[src/rtl/serial_twos_comp_framed.sv]
// Word-framed bit-serial two's complementer, LSB first.
// One cycle of latency, valid-only handshake, resync on in_first.
module serial_twos_comp_framed #(
    parameter int W = 8
) (
    input  logic clk,
    input  logic rst,
    input  logic in_valid,
    input  logic in_first,
    input  logic incode,
    input  logic mode,
    output logic out_valid,
    output logic outcode,
    output logic out_last,
    output logic seen_one,
    output logic zero,
    output logic ovf,
    output logic frame_err
);

    localparam int IW = (W > 1) ? $clog2(W) : 1;
    localparam logic [IW-1:0] IDX_LAST = IW'(W - 1);

    typedef enum logic [1:0] {
        IDLE = 2'd0,
        COPY = 2'd1,
        INV  = 2'd2
    } state_t;

    state_t          state_q, state_d;
    logic [IW-1:0]   idx_q, idx_d;
    logic            mode_q, mode_d;

    logic            out_valid_q, out_valid_d;
    logic            outcode_q, outcode_d;
    logic            out_last_q, out_last_d;
    logic            seen_one_q, seen_one_d;
    logic            zero_q, zero_d;
    logic            ovf_q, ovf_d;
    logic            frame_err_q, frame_err_d;

    logic            resync;
    logic            bit0;
    logic            last;
    logic            eff_mode;
    state_t          cur;

    // Decode the position of the incoming bit within its word
    always_comb begin
        resync   = in_valid & in_first & (idx_q != '0);
        bit0     = (idx_q == '0) | resync;
        last     = ~resync & (idx_q == IDX_LAST);
        eff_mode = bit0 ? mode : mode_q;
        cur      = bit0 ? IDLE : state_q;
    end

    // State, index and mode registers
    always_ff @(posedge clk) begin
        if (rst) begin
            state_q <= IDLE;
            idx_q   <= '0;
            mode_q  <= 1'b0;
        end else begin
            state_q <= state_d;
            idx_q   <= idx_d;
            mode_q  <= mode_d;
        end
    end

    // Next state: advance only on accepted bits, wrap at the word end
    always_comb begin
        state_d = state_q;
        idx_d   = idx_q;
        mode_d  = mode_q;
        if (in_valid) begin
            mode_d = eff_mode;
            if (last) begin
                state_d = IDLE;
                idx_d   = '0;
            end else begin
                idx_d   = bit0 ? IW'(1) : idx_q + IW'(1);
                state_d = (cur == INV || incode) ? INV : COPY;
            end
        end
    end

    // Output values for the bit being accepted this cycle
    always_comb begin
        out_valid_d = in_valid;
        outcode_d   = in_valid & (incode ^ (eff_mode & (cur == INV)));
        out_last_d  = in_valid & last;
        zero_d      = in_valid & last & (cur == COPY) & ~incode;
        ovf_d       = in_valid & last & eff_mode & (cur == COPY) & incode;
        frame_err_d = resync;
        seen_one_d  = seen_one_q;
        if (in_valid) begin
            seen_one_d = incode | (cur == INV);
        end
    end

    // Registered outputs
    always_ff @(posedge clk) begin
        if (rst) begin
            out_valid_q <= 1'b0;
            outcode_q   <= 1'b0;
            out_last_q  <= 1'b0;
            seen_one_q  <= 1'b0;
            zero_q      <= 1'b0;
            ovf_q       <= 1'b0;
            frame_err_q <= 1'b0;
        end else begin
            out_valid_q <= out_valid_d;
            outcode_q   <= outcode_d;
            out_last_q  <= out_last_d;
            seen_one_q  <= seen_one_d;
            zero_q      <= zero_d;
            ovf_q       <= ovf_d;
            frame_err_q <= frame_err_d;
        end
    end

    assign out_valid = out_valid_q;
    assign outcode   = outcode_q;
    assign out_last  = out_last_q;
    assign seen_one  = seen_one_q;
    assign zero      = zero_q;
    assign ovf       = ovf_q;
    assign frame_err = frame_err_q;

endmodule

[config.mk]
export PLATFORM = sky130hd
export DESIGN_NAME = serial_twos_comp_framed
export DESIGN_NICKNAME = d
export VERILOG_FILES = /design/src/rtl/serial_twos_comp_framed.sv
export SDC_FILE = /design/constraint.sdc
export NUM_CORES = 1
export LEC_CHECK = 0
export ABC_AREA = 1
export BUFFER_PORTS_ARGS = -buffer_cell sky130_fd_sc_hd__buf_2
export CAP_MARGIN = 30
export CORE_ASPECT_RATIO = 0.75
export CORE_UTILIZATION = 25
export CTS_BUF_LIST = sky130_fd_sc_hd__clkbuf_8
export CTS_CLUSTER_DIAMETER = 150
export DETAILED_ROUTE_END_ITERATION = 6
export HOLD_SLACK_MARGIN = 0.05
export SYNTH_ARGS = -nofsm -noshare
export SYNTH_HDL_FRONTEND = slang
export SYNTH_SLANG_ARGS = --single-unit
[constraint.sdc]
create_clock -name clk -period 2 [get_ports clk]
set_input_delay 0.1 -clock clk [delete_from_list [all_inputs] [get_ports clk]]
set_output_delay 0.1 -clock clk [all_outputs]
set_load 0.03 [all_outputs]
==> reports/results.txt, run 1 <==
Post-layout min period = 1.38 ns
Commonest non-fill, non-tap cell in the layout = nand2_1
Layout area overhead = 21.5%
Slowest stage delay, CP = 0.37 ns
Io pins = 13
Synth Warn # = 0
Static Leak = 0.387 nW
Syn_area_per_cell = 7.73 sq um
Post-CTS sizing = 0
H-tree depth = 1
Fin cells = 128
Initial core utilization = 26.8%
Largest net degree at the start of global routing = 10
Initial antenna violation count = 0
Clock sink count = 13
Synth Net Count = 89
RSZ-0062 raised after global routing = false
Synth cell types = 18
Via/cell ratio = 3.99
R2r setup slk = 0.62 ns
Max IR drop VDD = 165 uV
IO buf count = 12
Sequential fraction of the synthesis area = 42.1%
Worst EP required = 2.13 ns
Setup TNS = 0 ns
Relative slew slack = 86.9%
FF-to-FF Start = idx_q[0]
Core Box Area = 0.00231 sq mm
Routed WL = 1130 um
WL/cell = 8.85 um
Vias in the first global route = 426
F_max = 0.727 GHz
Mapped cell area = 618 sq um
Fraction of layout cells with a size suffix above 1 = 25.5%
# setup viols final = 0
Final count of hold timing violations = 0
Filler cell count in the final layout = 268
Max Slew Vio Count = 0
Sequential cell area = 260 sq um
DIE HEIGHT = 45.1 um
Drt drc = 0
Antenna viol nets, final = 0
Fin crit share = 68.8%
P per Cell Area = 763 mW/mm^2
Slowest CP cell = dfxtp_1
Status = completed
Die ar. = 0.00268 sq mm
Clk slew on worst S/H paths = 0.06 ns
Min-Delay Path Class = input port to flop
CTS tree = built
Routability congestion estimate = 0.724
Worst Tran Pin Value = 0.196 ns
Crit path capture = mode_q
Hold buffer count at CTS = 0
Total track usage = 10.3%
Worst path cell trace = inv_1 -> ha_1 -> nand2_8 -> nand2_1 -> nand2_1 -> nand2_2 -> o21ai_0 -> inv_1
CP startpoint kind = flop
Crit Path Category = flop to flop
Clock Skews = 0.00818 ns
#FFs+latches synth = 13
First-pass GRT wire length = 1940 um
CP arrival = 1.50 ns
CTS Buf Count = 3
Row cnt = 15
Worst-case clock buffer depth = 2
Crit-path max FO = 6
Area of the multi-input gates = 287 sq um
Die X = 59.4 um
Highest-count cells in the layout ignoring fill and taps = nand2_1, inv_1, dfxtp_1
DRT Pass-1 Iters = 4
DP Wirelength = 870 um
Vias after detailed routing = 511
Clock Tree Root = clkbuf_8
Placed cell count = 124
R2R cell count = 8
Setup Buffers After CTS = 0
Final Total Pwr = 0.573 mW
FF-to-FF End = mode_q
Nets = 104
Diode count = 0
Worst Setup SP = idx_q[0]
Grt total ovfl = 0
Iteration-0 DRC Markers = 19
Max-Cap Viols = 0
Worst setup EP type = flop
Hold WS = 0.138 ns
Gate Count Post-Synth = 80
Worst skew pair latency = 0.25 ns
==> Yosys cell counts <==
cell	instances	share of area (%)
nand4_1	1	1.0
clkbuf_1	1	0.61
nand2_4	3	5.5
nand2_2	1	1.0
nor2_2	1	1.0
o21ai_0	1	0.81
inv_2	2	1.2
nand2_8	1	3.2
inv_1	13	7.9
nor2_1	8	4.9
dfxtp_1	13	42
a21oi_1	6	4.9
o21ai_1	1	0.81
buf_6	1	1.8
nor3_2	1	1.6
ha_1	3	6.1
nand2_1	15	9.1
nand3_1	8	6.5
==> final cells by class <==
| class | count | share of cell area (%) |
|---|---|---|
| Tap cell | 34 | 5.67 |
| Inverter | 15 | 7.50 |
| Timing Repair Buffer | 12 | 8.00 |
| Clock buffer | 3 | 5.50 |
| Multi-Input combinational cell | 50 | 38.2 |
| Sequential cell | 13 | 34.7 |
| Clock inverter | 1 | 0.500 |
==> worst min-delay path by stage <==
stage	slack [ns]	from	to	cells past startpoint
finish	0.14	incode	ovf	3
global route	0.15	incode	ovf	3
CTS	0.13	incode	ovf	3
detailed placement	0.38	incode	ovf	3
global placement	0.38	incode	outcode	3
floorplan	0.23	incode	outcode	2
==> flip-flops by register name, indices dropped and copies added (netlist names) <==
name       flops
idx_q          3
frame_err      1
zero           1
mode_q         1
ovf            1
state_q        2
out_last       1
seen_one       1
outcode        1
out_valid      1
==> per-stage QoR <==
step | worst slack [ns] | util (%) | cell area [sq um]
after floorplan | 0.776 | - | 618
after global placement | 0.711 | 30.6 | 706
after detailed placement | 0.636 | 30.6 | 706
after CTS | 0.621 | 32.5 | 751
after global routing | 0.546 | 32.5 | 751
final | 0.625 | 32.5 | 751
==> logic make-up after synthesis <==
kind of cell	after synthesis	synth area share (%)
and+or+nand+nor	39	33.8
DFF	13	42.1
adders and majority gates	3	6.07
buffers and inverters	17	11.5
AOI/OAI and AO/OA	8	6.48
==> layer usage <==
| layer | vias up | GRT usage, % | part of all wire [%] |
|---|---|---|---|
| li1 | 273 | - | - |
| met1 | 219 | 14.0 | 50 |
| met2 | 17 | 14.2 | 40 |
| met3 | 2 | 4.30 | 8.3 |
| met4 | 0 | 4.29 | 0.88 |
| met5 | - | 0 | 0 |
==> power by group <==
| part | internal, mW | switching [mW] | leakage [nW] |
|---|---|---|---|
| clock | 0.136 | 0.0959 | 0.0269 |
| combinational | 0.0227 | 0.0444 | 0.254 |
| sequential | 0.269 | 0.00530 | 0.106 |
| total | 0.427 | 0.146 | 0.387 |
==> worst max-delay path: cells and delay by family (launching register included) <==
kind            cells  cell delay, ns
flops               1            0.37
buf+inv             2            0.13
compound gates      1            0.18
simple gates        4            0.33
fa+ha+maj           1            0.26
(Power assumes the default switching activity.)
==> run 2: changes to the inputs <==
- ABC_AREA: 1 -> 0
- clock period: 2 -> 1.2 ns (I/O delays scaled with it)
==> run 2 against run 1 <==
Compared with the run above: the flow now finishes with violations (negative setup slack); clock power increased by 61%; highest routed layer unchanged; critical endpoint is now idx_q[0]; combinational power increased by 130%; largest cell class unchanged; core utilization grew 4.1 points; die area increased by 0.39%; largest power group unchanged.
==> reports/results.txt, run 2 <==
Switching power = 0.245 mW
DRT Pass-1 Iters = 2
Fin crit share = 103%
Failing checks = negative setup slack
Clk slew on worst S/H paths = 0.05 ns
Largest net degree at the start of global routing = 11
Worst EP required = 1.33 ns
Syn_area_per_cell = 10.3 sq um
Layout area overhead = 37.5%
R2R cell count = 6
Initial core utilization = 26.7%
WL/cell = 10.0 um
Sw Share = 24.9%
RSZ-0062 raised after global routing = true
Largest register by flop count = idx_q
First-pass GRT wire length = 1930 um
Placed cell count = 108
Worst setup EP type = flop
Hold Crit Depth = 3
Row cnt = 15
#FFs+latches synth = 13
M1 WL = 567 um
Synth Net Count = 69
Vias after detailed routing = 475
DP Worst Slack = -0.0741 ns
Grt total ovfl = 0
Setup TNS = -0.0839 ns
DR top layer = met4
Synth top cells by count = dfxtp_1, nor2_1, nand2_1
Mapped cell area = 621 sq um
Clock sink count = 13
Antenna viol nets, final = 0
Gate Count Post-Synth = 60
Nets = 90
Total track usage = 10.3%
FF-to-FF End = idx_q[0]
Largest area contributor in the netlist = dfxtp_1
IO buf count = 12
Synth top area share = 41.9%
Iteration-0 DRC Markers = 3
Fin cells = 114
Via/cell ratio = 4.17
Final WS setup = -0.0318 ns
Max-Cap Viols = 0
Sequential fraction of the synthesis area = 41.9%
Status = finished with violations
H-tree depth = 1
Relative slew slack = 81.9%
EDFF count, synth = 0
Max reg flops = 3
CTS tree = built
Clock Tree Root = clkbuf_8
Power Internal = 0.739 mW
CP startpoint kind = flop
Die ar. = 0.00269 sq mm
Worst Tran Pin Value = 0.270 ns
Max Slew Vio Count = 0
Hold_sp = mode
Min-Delay Path Class = input port to flop
Io pins = 13
Routed wl met2 = 461 um
CP arrival = 1.36 ns
Initial antenna violation count = 0
Crit Path Category = flop to flop
Clock Skews = 0.00456 ns
Static Leak = 0.371 nW
DP Wirelength = 893 um
Fraction of layout cells with a size suffix above 1 = 50.0%
Diode count = 0
Crit-path max FO = 4
Top_reg_cell synth = dfxtp_1
Routed WL = 1140 um
Hold WS = 0.0606 ns
Combinational cell fraction of total power = 15.5%
Seq pwr share = 46.7%
Worst Setup SP = idx_q[0]
Drt drc = 0
Synth Warn # = 0
Final count of hold timing violations = 0
Synth cell types = 27
Highest-count cells in the layout ignoring fill and taps = buf_2, dfxtp_1, nor2_1
F_max = 0.812 GHz
Worst Hold Path EP = mode_q
CTS Buf Count = 3
Max IR drop VDD = 444 uV
Met3 wire len = 105 um
FF-to-FF Start = idx_q[0]
Die X = 59.5 um
Worst skew pair latency = 0.24 ns
Most common cell in the synthesized netlist = dfxtp_1
Routability congestion estimate = 0.746
# setup viols final = 5
Hold buffer count at CTS = 0
Filler cell count in the final layout = 266
Vias in the first global route = 435
Asr flop ratio synth = 0%
Commonest non-fill, non-tap cell in the layout = buf_2
Core Box Area = 0.00233 sq mm
Post-layout min period = 1.23 ns
Largest registers = idx_q: 3 flops, state_q: 2 flops
Synth top area cells = dfxtp_1, ha_1, nand2b_4
P per Cell Area = 1150 mW/mm^2
R2r setup slk = -0.03 ns
Clock share of power = 37.8%
Worst-case clock buffer depth = 2
DIE HEIGHT = 45.2 um
run 2: worst max-delay path, cell delays in order (launching register included):
cell and delay [ns]:
dfxtp_2 0.35, inv_2 0.05, ha_4 0.14, nor2b_4 0.14
a21oi_4 0.16, nand2_1 0.07, a22o_1 0.21
run 2: cell type report:
cell class | instances | area [sq um] | share of cell area (%)
clock buffers | 3 | 41.3 | 4.84
clock inverters | 1 | 3.75 | 0.440
inverters | 5 | 20.0 | 2.35
multi-input cells | 41 | 385 | 45.2
flip-flops and latches | 13 | 263 | 30.8
well taps | 34 | 42.5 | 4.99
repair buffers | 17 | 97.6 | 11.4
run 2: cell families after synthesis:
family | synth area share [%]
xor+xnor | 1.41
buf+inv | 5.04
compound gates | 14.1
mux | 1.61
flops | 41.9
fa+ha+maj | 6.05
simple gates | 29.8
run 2: metrics by stage:
step / instance area [sq um] / power (mW) / util (%)
finish: 853 / 0.984 / 36.7
global route: 853 / 1.03 / 36.7
CTS: 843 / 0.996 / 36.2
detailed placement: 751 / 0.599 / 32.3
global placement: 751 / 0.599 / 32.3
floorplan: 637 / 0.561 / -
run 2: power by group through the flow:
stage	registers [mW]	clock network (mW)	logic (mW)
finish	0.459	0.372	0.153
global route	0.461	0.404	0.166
CTS	0.459	0.386	0.150
detailed placement	0.467	0	0.132
global placement	0.466	0	0.132
floorplan	0.479	0	0.0821
run 2: worst max-delay path by stage:
stage,endpoint,slack [ns],depth (start not counted)
2_1_floorplan,idx_q[2],-0.004,5
3_3_place_gp,idx_q[0],-0.07,6
3_5_place_dp,idx_q[0],-0.07,6
4_1_cts,idx_q[0],-0.05,5
5_1_grt,ovf,-0.09,5
6_report,idx_q[0],-0.03,6
run 2: repair_timing:
action,in CTS,in global routing
gates resized for setup,8,1
endpoints found under the hold margin,0,0
buffers inserted,1,1
endpoints found under the setup margin,7,10
pin swaps,7,3
run 2: layer usage:
metal  vias to the layer above  track usage [%]
met5                         -                0
met4                         0             4.19
met3                         3             6.30
met2                        15             13.3
met1                       212             13.6
li1                        245                -
==> run 3: changes to the inputs <==
- PLACE_DENSITY_LB_ADDON: unset -> 0.2
- RECOVER_POWER: unset -> 25
==> run 3 against run 2 <==
Compared with the run above: combinational power hardly changed; sequential cell count stayed put; hold slack worse by 0.0076 ns; count of clock-buffer cells in the layout stayed put; fmax is 0.96% lower; power is 0.68% higher; first-iteration DRC count stayed put; critical endpoint unchanged; global-route usage is 0.36 points lower; largest power group unchanged; the flow still finishes with violations (negative setup slack); via count is 2.9% lower; largest cell class unchanged.
==> reports/results.txt, run 3 (same netlist as run 2, synthesis figures left out) <==
Via/cell ratio = 4.04
CP arrival = 1.37 ns
Filler cell count in the final layout = 252
Max reg flops = 3
Layout area overhead = 39.5%
Grt total ovfl = 0
Core Box Area = 0.00233 sq mm
Routed WL = 1140 um
Worst Tran Pin Value = 0.362 ns
Min-Delay Path Class = input port to flop
Worst skew pair latency = 0.24 ns
Row cnt = 15
Area of the multi-input gates = 392 sq um
Switching power = 0.252 mW
Clock share of power = 38.2%
Crit-path max FO = 4
Clk slew on worst S/H paths = 0.06 ns
CP startpoint kind = flop
Static Leak = 0.367 nW
Relative slew slack = 76.0%
DRT Pass-1 Iters = 3
CP top delay family = compound AO/OA/AOI/OAI gates
Die X = 59.5 um
Drt drc = 0
Die ar. = 0.00269 sq mm
Total track usage = 9.93%
H-tree depth = 1
Nets = 90
WL/cell = 9.96 um
Sw Share = 25.5%
Clock sink count = 13
Initial antenna violation count = 0
Final count of hold timing violations = 0
Critical path depth in cells = 6
First-pass GRT wire length = 1880 um
CTS tree = built
Max IR drop VDD = 704 uV
Io pins = 13
Routability congestion estimate = 0.708
Fraction of layout cells with a size suffix above 1 = 50.0%
Max Slew Vio Count = 0
Fin crit share = 104%
Worst EP required = 1.32 ns
Placed cell count = 108
CTS Buf Count = 3
Worst path cell trace = inv_2 -> ha_4 -> nor2b_4 -> a21oi_4 -> nand2_1 -> a22o_1
Slowest CP cell = dfxtp_2
Worst-case clock buffer depth = 2
Post-layout min period = 1.24 ns
Highest-count cells in the layout ignoring fill and taps = buf_2, dfxtp_1, nor2_1
# setup viols final = 4
Iteration-0 DRC Markers = 3
Worst Path Buf+Inv = 1
Seq pwr share = 46.3%
Sequential cell area = 264 sq um
Final WS setup = -0.0437 ns
RSZ-0062 raised after global routing = true
Setup TNS = -0.0796 ns
DIE HEIGHT = 45.2 um
Status = finished with violations
Failing checks = negative setup slack
Antenna viol nets, final = 0
R2R cell count = 6
Vias in the first global route = 401
Power Internal = 0.739 mW
Hold Crit Depth = 3
Fin cells = 114
DP Wirelength = 864 um
Clock Skews = 0.00545 ns
Combinational cell fraction of total power = 15.5%
Worst setup EP type = flop
IO buf count = 12
Vias after detailed routing = 461
Largest register by flop count = idx_q
Commonest non-fill, non-tap cell in the layout = buf_2
Diode count = 0
Clock Tree Root = clkbuf_8
Slowest stage delay, CP = 0.35 ns
Max-Cap Viols = 0
DP Worst Slack = -0.0686 ns
Largest registers = idx_q: 3 flops, state_q: 2 flops
Largest net degree at the start of global routing = 11
Initial core utilization = 26.7%
Crit Path Category = flop to flop
P per Cell Area = 1140 mW/mm^2
F_max = 0.804 GHz
-- run 3: cell count changes in the layout (fill, tap and decap cells not counted), sizes merged --
cell         before  now
clkbuf            3    4
buf              17   15
dlygate4sd3       0    1
-- run 3: power groups by stage --
stage / sequential (mW) / combinational (mW) / clock [mW]
final: 0.459 / 0.153 / 0.379
after global routing: 0.461 / 0.167 / 0.412
after CTS: 0.458 / 0.147 / 0.396
after detailed placement: 0.466 / 0.133 / 0
after global placement: 0.466 / 0.134 / 0
after floorplan: 0.479 / 0.0821 / 0
-- run 3: cell type report --
type / count / area share [%]
clock buffers: 3 / 4.77
clock inverters: 1 / 0.434
well taps: 34 / 4.91
flip-flops and latches: 13 / 30.5
multi-input cells: 41 / 45.2
repair buffers: 17 / 11.8
inverters: 5 / 2.31
-- run 3: timing repair --
action / in CTS / in global routing
endpoints found under the setup margin: 7 / 9
endpoints found under the hold margin: 1 / 0
hold buffers: 1 / 0
buffers inserted: 1 / 0
resized for setup: 8 / 4
pin swaps: 3 / 2
-- run 3: final timing paths --
check	from	endpoint	slack, ns
setup / recovery	idx_q[0]	idx_q[0]	-0.04
hold / removal	mode	mode_q	0.05
setup reg to reg	idx_q[0]	idx_q[0]	-0.04
hold reg to reg	state_q[1]	state_q[1]	0.45
-- run 3: through the flow --
step	utilization (%)	hold WS, ns	power, mW	area, sq um
detailed placement	32.3	0.303	0.599	751
CTS	36.4	0.0536	1.00	847
global placement	32.3	0.300	0.601	751
floorplan	-	0.131	0.561	637
finish	37.2	0.0530	0.991	866
global route	37.2	0.0615	1.04	866
-- run 3: worst min-delay path: stages --
cell and delay, ns:
buf_2 0.08, mux2i_1 0.05, nor2_1 0.07
-- run 3: per-layer routing --
metal / GRT usage, % / wire (um) / up-vias
met5: 0 / 0 / -
met4: 2.79 / 0 / 0
met3: 5.16 / 57 / 0
met2: 13.9 / 452 / 12
met1: 13.2 / 624 / 202
li1: - / - / 247
